===== src/rtl/flight_pkg.sv =====
// Shared definitions for the flight motor-drive blocks.
package flight_pkg;

  localparam int CNT_W_DEF = 16;
  localparam int SHIFT_DEF = 8;

  typedef enum logic {
    ST_IDLE = 1'b0,
    ST_RUN  = 1'b1
  } pwm_state_e;

endpackage


===== src/rtl/pwm_counter.sv =====
// PWM period counter: counts 0..period_q-1, flags the wrap cycle and
// re-samples the period only at wrap (and once right after reset).
module pwm_counter #(
  parameter int CNT_W = 16
) (
  input  logic             clk,
  input  logic             nrst,
  input  logic             i_en,
  input  logic [CNT_W-1:0] i_period,
  output logic [CNT_W-1:0] o_cnt,
  output logic [CNT_W-1:0] o_period_q,
  output logic             o_wrap
);

  logic [CNT_W-1:0] r_cnt;
  logic [CNT_W-1:0] r_period_q;
  logic             r_loaded;
  logic             w_run;

  // Periods below 2 park the counter at 0 and never wrap.
  assign w_run  = (r_period_q >= CNT_W'(2));
  assign o_wrap = i_en && r_loaded && w_run && (r_cnt == r_period_q - CNT_W'(1));

  // Counter and period register; everything freezes while disabled.
  always_ff @(posedge clk or negedge nrst) begin
    if (!nrst) begin
      r_cnt      <= '0;
      r_period_q <= '0;
      r_loaded   <= 1'b0;
    end else if (i_en) begin
      if (!r_loaded) begin
        r_period_q <= i_period;
        r_loaded   <= 1'b1;
      end else if (o_wrap) begin
        r_cnt      <= '0;
        r_period_q <= i_period;
      end else if (w_run) begin
        r_cnt <= r_cnt + CNT_W'(1);
      end
    end
  end

  assign o_cnt      = r_cnt;
  assign o_period_q = r_period_q;

endmodule


===== src/rtl/pid_pwm.sv =====
// PID-to-PWM motor driver: scales and clamps the PID output, double-buffers
// it through a pending register, and applies it only at PWM period wrap.
module pid_pwm
  import flight_pkg::*;
#(
  parameter int CNT_W = CNT_W_DEF,
  parameter int SHIFT = SHIFT_DEF
) (
  input  logic             clk,
  input  logic             nrst,
  input  logic             en,
  input  logic [31:0]      pid_out,
  input  logic             pid_done,
  input  logic [CNT_W-1:0] base_duty,
  input  logic [CNT_W-1:0] min_duty,
  input  logic [CNT_W-1:0] max_duty,
  input  logic [CNT_W-1:0] period,
  output logic             pwm,
  output logic [CNT_W-1:0] duty_active,
  output logic             sat_hi,
  output logic             sat_lo,
  output logic             overrun
);

  // Counter
  logic [CNT_W-1:0] w_cnt;
  logic [CNT_W-1:0] w_period_q;
  logic             w_wrap;

  pwm_counter #(.CNT_W(CNT_W)) u_cnt (
    .clk        (clk),
    .nrst       (nrst),
    .i_en       (en),
    .i_period   (period),
    .o_cnt      (w_cnt),
    .o_period_q (w_period_q),
    .o_wrap     (w_wrap)
  );

  // Target: 33-bit signed so base + scaled PID can never wrap.
  logic signed [31:0] w_pid_sh;
  logic signed [32:0] w_target;
  logic signed [32:0] w_min33;
  logic signed [32:0] w_max33;
  logic [CNT_W-1:0]   w_clamped;
  logic               w_hi;
  logic               w_lo;

  assign w_pid_sh = $signed(pid_out) >>> SHIFT;
  assign w_target = $signed({{(33-CNT_W){1'b0}}, base_duty}) + $signed({w_pid_sh[31], w_pid_sh});
  assign w_min33  = $signed({{(33-CNT_W){1'b0}}, min_duty});
  assign w_max33  = $signed({{(33-CNT_W){1'b0}}, max_duty});

  // Clamp target into [min_duty, max_duty] and flag which side saturated.
  always_comb begin
    w_clamped = w_target[CNT_W-1:0];
    w_hi      = 1'b0;
    w_lo      = 1'b0;
    if (w_target < w_min33) begin
      w_clamped = min_duty;
      w_lo      = 1'b1;
    end else if (w_target > w_max33) begin
      w_clamped = max_duty;
      w_hi      = 1'b1;
    end
  end

  // Pending buffer and applied duty
  logic [CNT_W-1:0] r_pend;
  logic             r_pend_vld;
  logic [CNT_W-1:0] r_duty;
  logic             r_sat_hi;
  logic             r_sat_lo;
  logic             r_overrun;
  logic             w_sample;
  logic             w_load;

  assign w_sample = pid_done && en;
  assign w_load   = w_wrap && r_pend_vld;

  // Sample capture, wrap transfer and overrun detection.
  always_ff @(posedge clk or negedge nrst) begin
    if (!nrst) begin
      r_pend     <= '0;
      r_pend_vld <= 1'b0;
      r_duty     <= '0;
      r_sat_hi   <= 1'b0;
      r_sat_lo   <= 1'b0;
      r_overrun  <= 1'b0;
    end else if (en) begin
      if (w_load)
        r_duty <= r_pend;
      if (w_sample) begin
        r_pend     <= w_clamped;
        r_pend_vld <= 1'b1;
        r_sat_hi   <= w_hi;
        r_sat_lo   <= w_lo;
      end else if (w_wrap) begin
        r_pend_vld <= 1'b0;
      end
      // A sample landing on wrap is a hand-off, not a loss.
      r_overrun <= w_sample && r_pend_vld && !w_wrap;
    end else begin
      r_overrun <= 1'b0;
    end
  end

  // FSM
  pwm_state_e r_state;
  pwm_state_e w_state_nxt;

  // State register.
  always_ff @(posedge clk or negedge nrst) begin
    if (!nrst) r_state <= ST_IDLE;
    else       r_state <= w_state_nxt;
  end

  // Leave IDLE on the first duty load; RUN is sticky until reset.
  always_comb begin
    w_state_nxt = r_state;
    case (r_state)
      ST_IDLE: if (w_load) w_state_nxt = ST_RUN;
      ST_RUN:  w_state_nxt = ST_RUN;
      default: w_state_nxt = ST_IDLE;
    endcase
  end

  // Registered PWM compare; one cycle behind the counter.
  logic r_pwm;
  always_ff @(posedge clk or negedge nrst) begin
    if (!nrst) r_pwm <= 1'b0;
    else       r_pwm <= (r_state == ST_RUN) && en && (w_period_q >= CNT_W'(2)) &&
                        (w_cnt < r_duty);
  end

  assign pwm         = r_pwm;
  assign duty_active = r_duty;
  assign sat_hi      = r_sat_hi;
  assign sat_lo      = r_sat_lo;
  assign overrun     = r_overrun;

endmodule


===== config.mk =====
export PLATFORM = sky130hd
export DESIGN_NAME = pid_pwm
export DESIGN_NICKNAME = d
export VERILOG_FILES = /design/src/rtl/flight_pkg.sv /design/src/rtl/pwm_counter.sv /design/src/rtl/pid_pwm.sv
export SDC_FILE = /design/constraint.sdc
export NUM_CORES = 1
export LEC_CHECK = 0
export CAP_MARGIN = 20
export CORE_MARGIN = 2
export CORE_UTILIZATION = 42
export DETAILED_ROUTE_END_ITERATION = 10
export PLACE_DENSITY_LB_ADDON = 0.1
export REMOVE_ABC_BUFFERS = 1
export SYNTH_ARGS = -nofsm -noshare
export SYNTH_HDL_FRONTEND = slang
export SYNTH_HIERARCHICAL = 1
export SYNTH_SLANG_ARGS = --single-unit

===== constraint.sdc =====
create_clock -name clk -period 4 [get_ports clk]
set_input_delay 0.6 -clock clk [delete_from_list [all_inputs] [get_ports clk]]
set_output_delay 0.6 -clock clk [all_outputs]
set_load 0.05 [all_outputs]

## After elaboration in Yosys (flattened, before gate mapping)

Index checks and enable logic that the tools add are counted.

| word-level totals | value |
|---|---|
| bits in registers | 71 |
| input bits | 100 |
| output and inout bits | 20 |

| operators by class | value |
|---|---|
| add/subtract/negate cells | 3 |
| $lt $le $gt $ge | 4 |
| eq/ne operators | 2 |
| mux-type cells | 14 |
| bitwise gates (word level) | 1 |
| reductions and logical operators | 18 |

Operators with widths:

| operator | count |
|---|---|
| 16-bit two-way mux | 6 |
| 17-bit by 24-bit adder with 25-bit output | 1 |
| 25-bit by 17-bit > comparator with 1-bit output | 1 |
| 25-bit by 17-bit less-than comparator with 1-bit output | 1 |
| 16-bit by 1-bit adder with 16-bit output (second input constant) | 1 |
| 16-bit == test | 1 |
| 16-bit by 2-bit greater-or-equal comparator with 1-bit output (second input constant) | 1 |
| 16-bit less-than comparator | 1 |
| 16-bit by 1-bit subtractor with 16-bit output (second input constant) | 1 |
| 1-bit logical AND | 10 |
| 2-bit AND reduction | 4 |
| 1-bit two-way mux | 7 |
| 2-bit nonzero test | 2 |
| 3-bit AND reduction | 1 |
| 2-bit inequality test (second input constant) | 1 |
| 1-bit one-hot mux with 2 select lines | 1 |
| 1-bit zero test | 1 |
| 1-bit NOT | 1 |

## Logic depth before layout (Yosys ltp)

| depth | value |
|---|---|
| word-level depth | 6 |
| depth in mapped cells | 21 |

## Modules after synthesis

The synthesis kept the hierarchy.

By module, submodules not included:

| module | instances | cells an instance | area each (um^2) | seq. area each (um^2) |
|---|---|---|---|---|
| pid_pwm | 1 | 422 | 3838.7 | 950.9 |
| pwm_counter | 1 | 295 | 2527.4 | 825.8 |

## Worst setup path after synthesis

Ideal clock, no wire load.

| timing | value |
|---|---|
| path kind | input -> register |
| from | input port pid_out[12] |
| to | register r_pend[10] |
| setup time | 0.123 ns |
| arrival | 4.269 ns |
| required time | 3.877 ns |
| path slack | -0.392 ns |
| stages on the path | 19 |
| buffers on the path | 2 |
| cell sequence | ha_1 and3_2 a2111o_1 a21o_1 a21oi_1 o221ai_1 a21oi_1 xnor2_1 ha_1 nand2_1 o21ai_0 a2111o_1 o21bai_1 a31oi_1 and4_1 buf_4 clkbuf_8 o221ai_1 o221a_2 |

| between the ends | value |
|---|---|
| cells in the longest elaborated chain, start to end | 4 |
| elaborated cells on any way between the ends | 5 |
| classes of those cells | add/sub: 1; order compare: 2; mux: 2 |

RTL lines:

| element | RTL line | source |
|---|---|---|
| start: declaration | pid_pwm.sv:12 | `input logic [31:0] pid_out,` |
| 17-bit by 24-bit adder with 25-bit output * | pid_pwm.sv:50 | `assign w_target = $signed({{(33-CNT_W){1'b0}}, base_duty}) + $signed({w_pid_sh[31], w_pid_sh});` |
| 25-bit by 17-bit > comparator with 1-bit output | pid_pwm.sv:62 | `end else if (w_target > w_max33) begin` |
| 16-bit two-way mux | pid_pwm.sv:62 |  |
| 16-bit two-way mux * | pid_pwm.sv:59 | `if (w_target < w_min33) begin` |
| end signal: assignment | pid_pwm.sv:94 | `r_pend <= w_clamped;` |
| end: declaration | pid_pwm.sv:69 | `logic [CNT_W-1:0] r_pend;` |

Mark *: on every way between the ends. The rest lies on a longest branch, timed or not.
A chain may end at the register's enable or synchronous reset.

## Final worst setup path

| timing | value |
|---|---|
| from | input port pid_out[11] |
| to | register r_pend[6] |

Same word-level chain as after synthesis.

==> run summary <==
Crit Reg-Reg Endpoint = duty_active[1]$_DFFE_PN0P_
CP Launch Type = primary input
Area leader, netlist = dfrtp_1
Num ports = 120
Synth cell types = 83
VDD IR-drop max = 154 uV
Count leader, synth = nand2_1
Synthesis-to-finish area growth = 38.4%
Max Buffers Root-to-Sink = 2
Cells after Synth = 717
Met1 usage = 25.5%
CP arrival = 4.38 ns
Largest net degree at the start of global routing = 49
Placeable Area = 14,600 um2
Setup Viol. Count Final = 17
Status = complete, but fails checks
DR DRC count = 0
Crit path kind = primary input to flop
Unrepaired setup endpoints after global routing = yes
Leakage = 4.02 nW
Most Crowded Layer GR = met2
Commonest cells in the netlist = nand2_1, dfrtp_1, ha_1
Max Cap Violations = 0
WL final = 18,600 um
Routability cong. = 0.897
CP Max Fanout = 5
DP Cell Count = 1,047
Hold_buf cts = 0
First-pass GRT wire length = 30,000 um
Avg Inst Size Synth = 8.88 um2
Antenna violations before repair = 0
Die area = 16,200 um2
Final net count = 1,055
Violated checks = setup timing
Power Total = 2.98 mW
Hold Crit Class = primary input to asynchronous set/reset pin
Post-synth EDFFs = 0
Synth Register Bits = 71
Worst-Skew Late Latency = 0.33 ns
Via count = 6,029
Vias in the first global route = 6,180
Met2 usage = 43.3%
Final setup margin = -0.164 ns
Global route overflow = 0
Yosys top cell area share = 27.9%
Met3 usage = 3.85%
Share of layout cells above drive strength 1 = 25.6%
DP Wirelength = 14,100 um
WL/cell = 17.2 um
Finished layout cell area = 8810 um2
PD cells = 339 nW/um2
Width of the die = 127 um
Worst r2r src = u_cnt/o_period_q[1]$_DFFE_PN0P_
Synth Cell Area = 6370 um2
R2R depth = 12
Tcrit/Tclk final = 104%
Setup Skew = 0.00692 ns
DR vias/cell = 5.59
Endpoint class of the critical path = flop
CTS buffer count = 9
Critical Path RT = 4.22 ns
Max-slew violation count = 0
Asr flop ratio synth = 100%
Ranking of synthesized cells by area = dfrtp_1, ha_1, nand2_1
Starting DRC count in detailed routing = 296
Clk slew on worst S/H paths = 0.06 ns
R2R setup slack = 0.50 ns
Clock Sinks = 71
Row Count = 44
Starting Density = 43.5%
Post-place setup slack = -0.973 ns
Tot GR Track Use = 23.0%
Sequential share of the synthesized area = 27.9%
Drt first pass iters = 4
Post-route ant nets = 0
Layout Cells excl Fill = 1,078
Clock period minus worst slack = 4.16 ns
Area after DPL = 7990 um2
Number of hold violations in the final report = 0
Fmax = 0.240 GHz
Slew margin rel. = 49.3%
Chip height = 127 um
Ys flop type = dfrtp_1
Clk Tree Root Cell = clkbuf_16
Buffers added on ports = 111
# H-tree levels = 3
Least-Margin Pin Slew = 0.760 ns
ANT cells = 0
CTS tree = built
Yosys Warn Count = 6
## worst max-delay path: stages
cell and delay [ns]:
buf_2 0.11, ha_4 0.24, and3_4 0.17, a2111o_1 0.40
a21o_1 0.20, a21oi_2 0.20, o221ai_2 0.12, a21oi_2 0.17
buf_4 0.15, xnor2_4 0.13, ha_4 0.23, nand2_2 0.06
o21ai_2 0.05, a2111o_1 0.39, o21bai_4 0.18, a31oi_4 0.20
buf_6 0.12, and4_4 0.27, buf_8 0.15, o221ai_2 0.09
o221a_2 0.14
## sequential cells by signal, summed over array words and instances, names as in the netlist
| name | cells |
|---|---|
| u_cnt/o_period_q | 16 |
| sat_hi | 1 |
| r_pend_vld | 1 |
| overrun | 1 |
| r_state | 1 |
| duty_active | 16 |
| r_pend | 16 |
| pwm | 1 |
| u_cnt/o_cnt | 16 |
| sat_lo | 1 |
| u_cnt/r_loaded | 1 |
## repair_timing
action	4_1_cts	5_1_grt
setup endpoints to repair	18	18
setup buffers	13	3
pin swaps	36	25
cloned	3	1
resized for setup	94	32
## layout make-up
type	count	area [um2]
Clock buffer	11	253
Timing Repair Buffer	192	1770
Inverter	58	218
Multi-Input combinational cell	557	4500
Fill cell	1306	5840
Sequential cell	71	1780
Tap cell	184	230
Clock inverter	5	56.3
## cell usage in the layout, fill, tap and decap left out, drive strengths merged, types with 20 or more instances in the layout
cell type	n
a21o	21
nand3	20
a21oi	29
xor2	26
o21ai	32
clkdlybuf4s50	98
inv	58
ha	65
dfrtp	71
xnor2	20
nand2	84
buf	91
nor2	62
## report_power, final
group	internal, mW	switching (mW)	total [mW]
Combinational	0.629	0.602	1.23
Clock	0.515	0.298	0.813
Sequential	0.803	0.135	0.939
Total	1.95	1.04	2.98
## worst max path at each step
stage               slack, ns                     end         start  cells after the start
CTS                     -0.06   r_pend[6]$_DFFE_PN0P_  base_duty[1]                     22
global placement        -0.84   r_pend[1]$_DFFE_PN0P_   pid_out[12]                     19
floorplan               -0.46  r_pend[10]$_DFFE_PN0P_   pid_out[12]                     17
detailed placement      -0.97   r_pend[6]$_DFFE_PN0P_   pid_out[12]                     19
global route            -0.29   r_pend[6]$_DFFE_PN0P_   pid_out[10]                     21
finish                  -0.16   r_pend[6]$_DFFE_PN0P_   pid_out[11]                     21
## per-stage QoR
| stage | TNS [ns] | util [%] | hold WS (ns) |
|---|---|---|---|
| 2_1_floorplan | -7.55 | - | 0.304 |
| 3_3_place_gp | -14.71 | 54.6 | 0.444 |
| 6_report | -2.51 | 60.2 | 0.250 |
| 4_1_cts | -0.789 | 59.4 | 0.262 |
| 3_5_place_dp | -16.69 | 54.6 | 0.464 |
| 5_1_grt | -4.82 | 60.2 | 0.289 |
## kinds of logic after synthesis
| family | count (synthesis) | share of synthesized area, % |
|---|---|---|
| flip-flops | 71 | 27.9 |
| multiplexers | 24 | 4.13 |
| adder cells (fa/ha/maj) | 66 | 13.1 |
| buffers and inverters | 89 | 7.02 |
| AND/OR/NAND/NOR | 246 | 19.9 |
| XOR/XNOR | 46 | 6.33 |
| AO/OA/AOI/OAI | 175 | 21.7 |
## routing by layer
metal / vias up / routed length [um]
li1: 2959 / -
met1: 2878 / 7310
met2: 154 / 9880
met3: 38 / 811
met4: 0 / 578
met5: - / 0
Note: power is estimated with default switching activity, not from simulation.
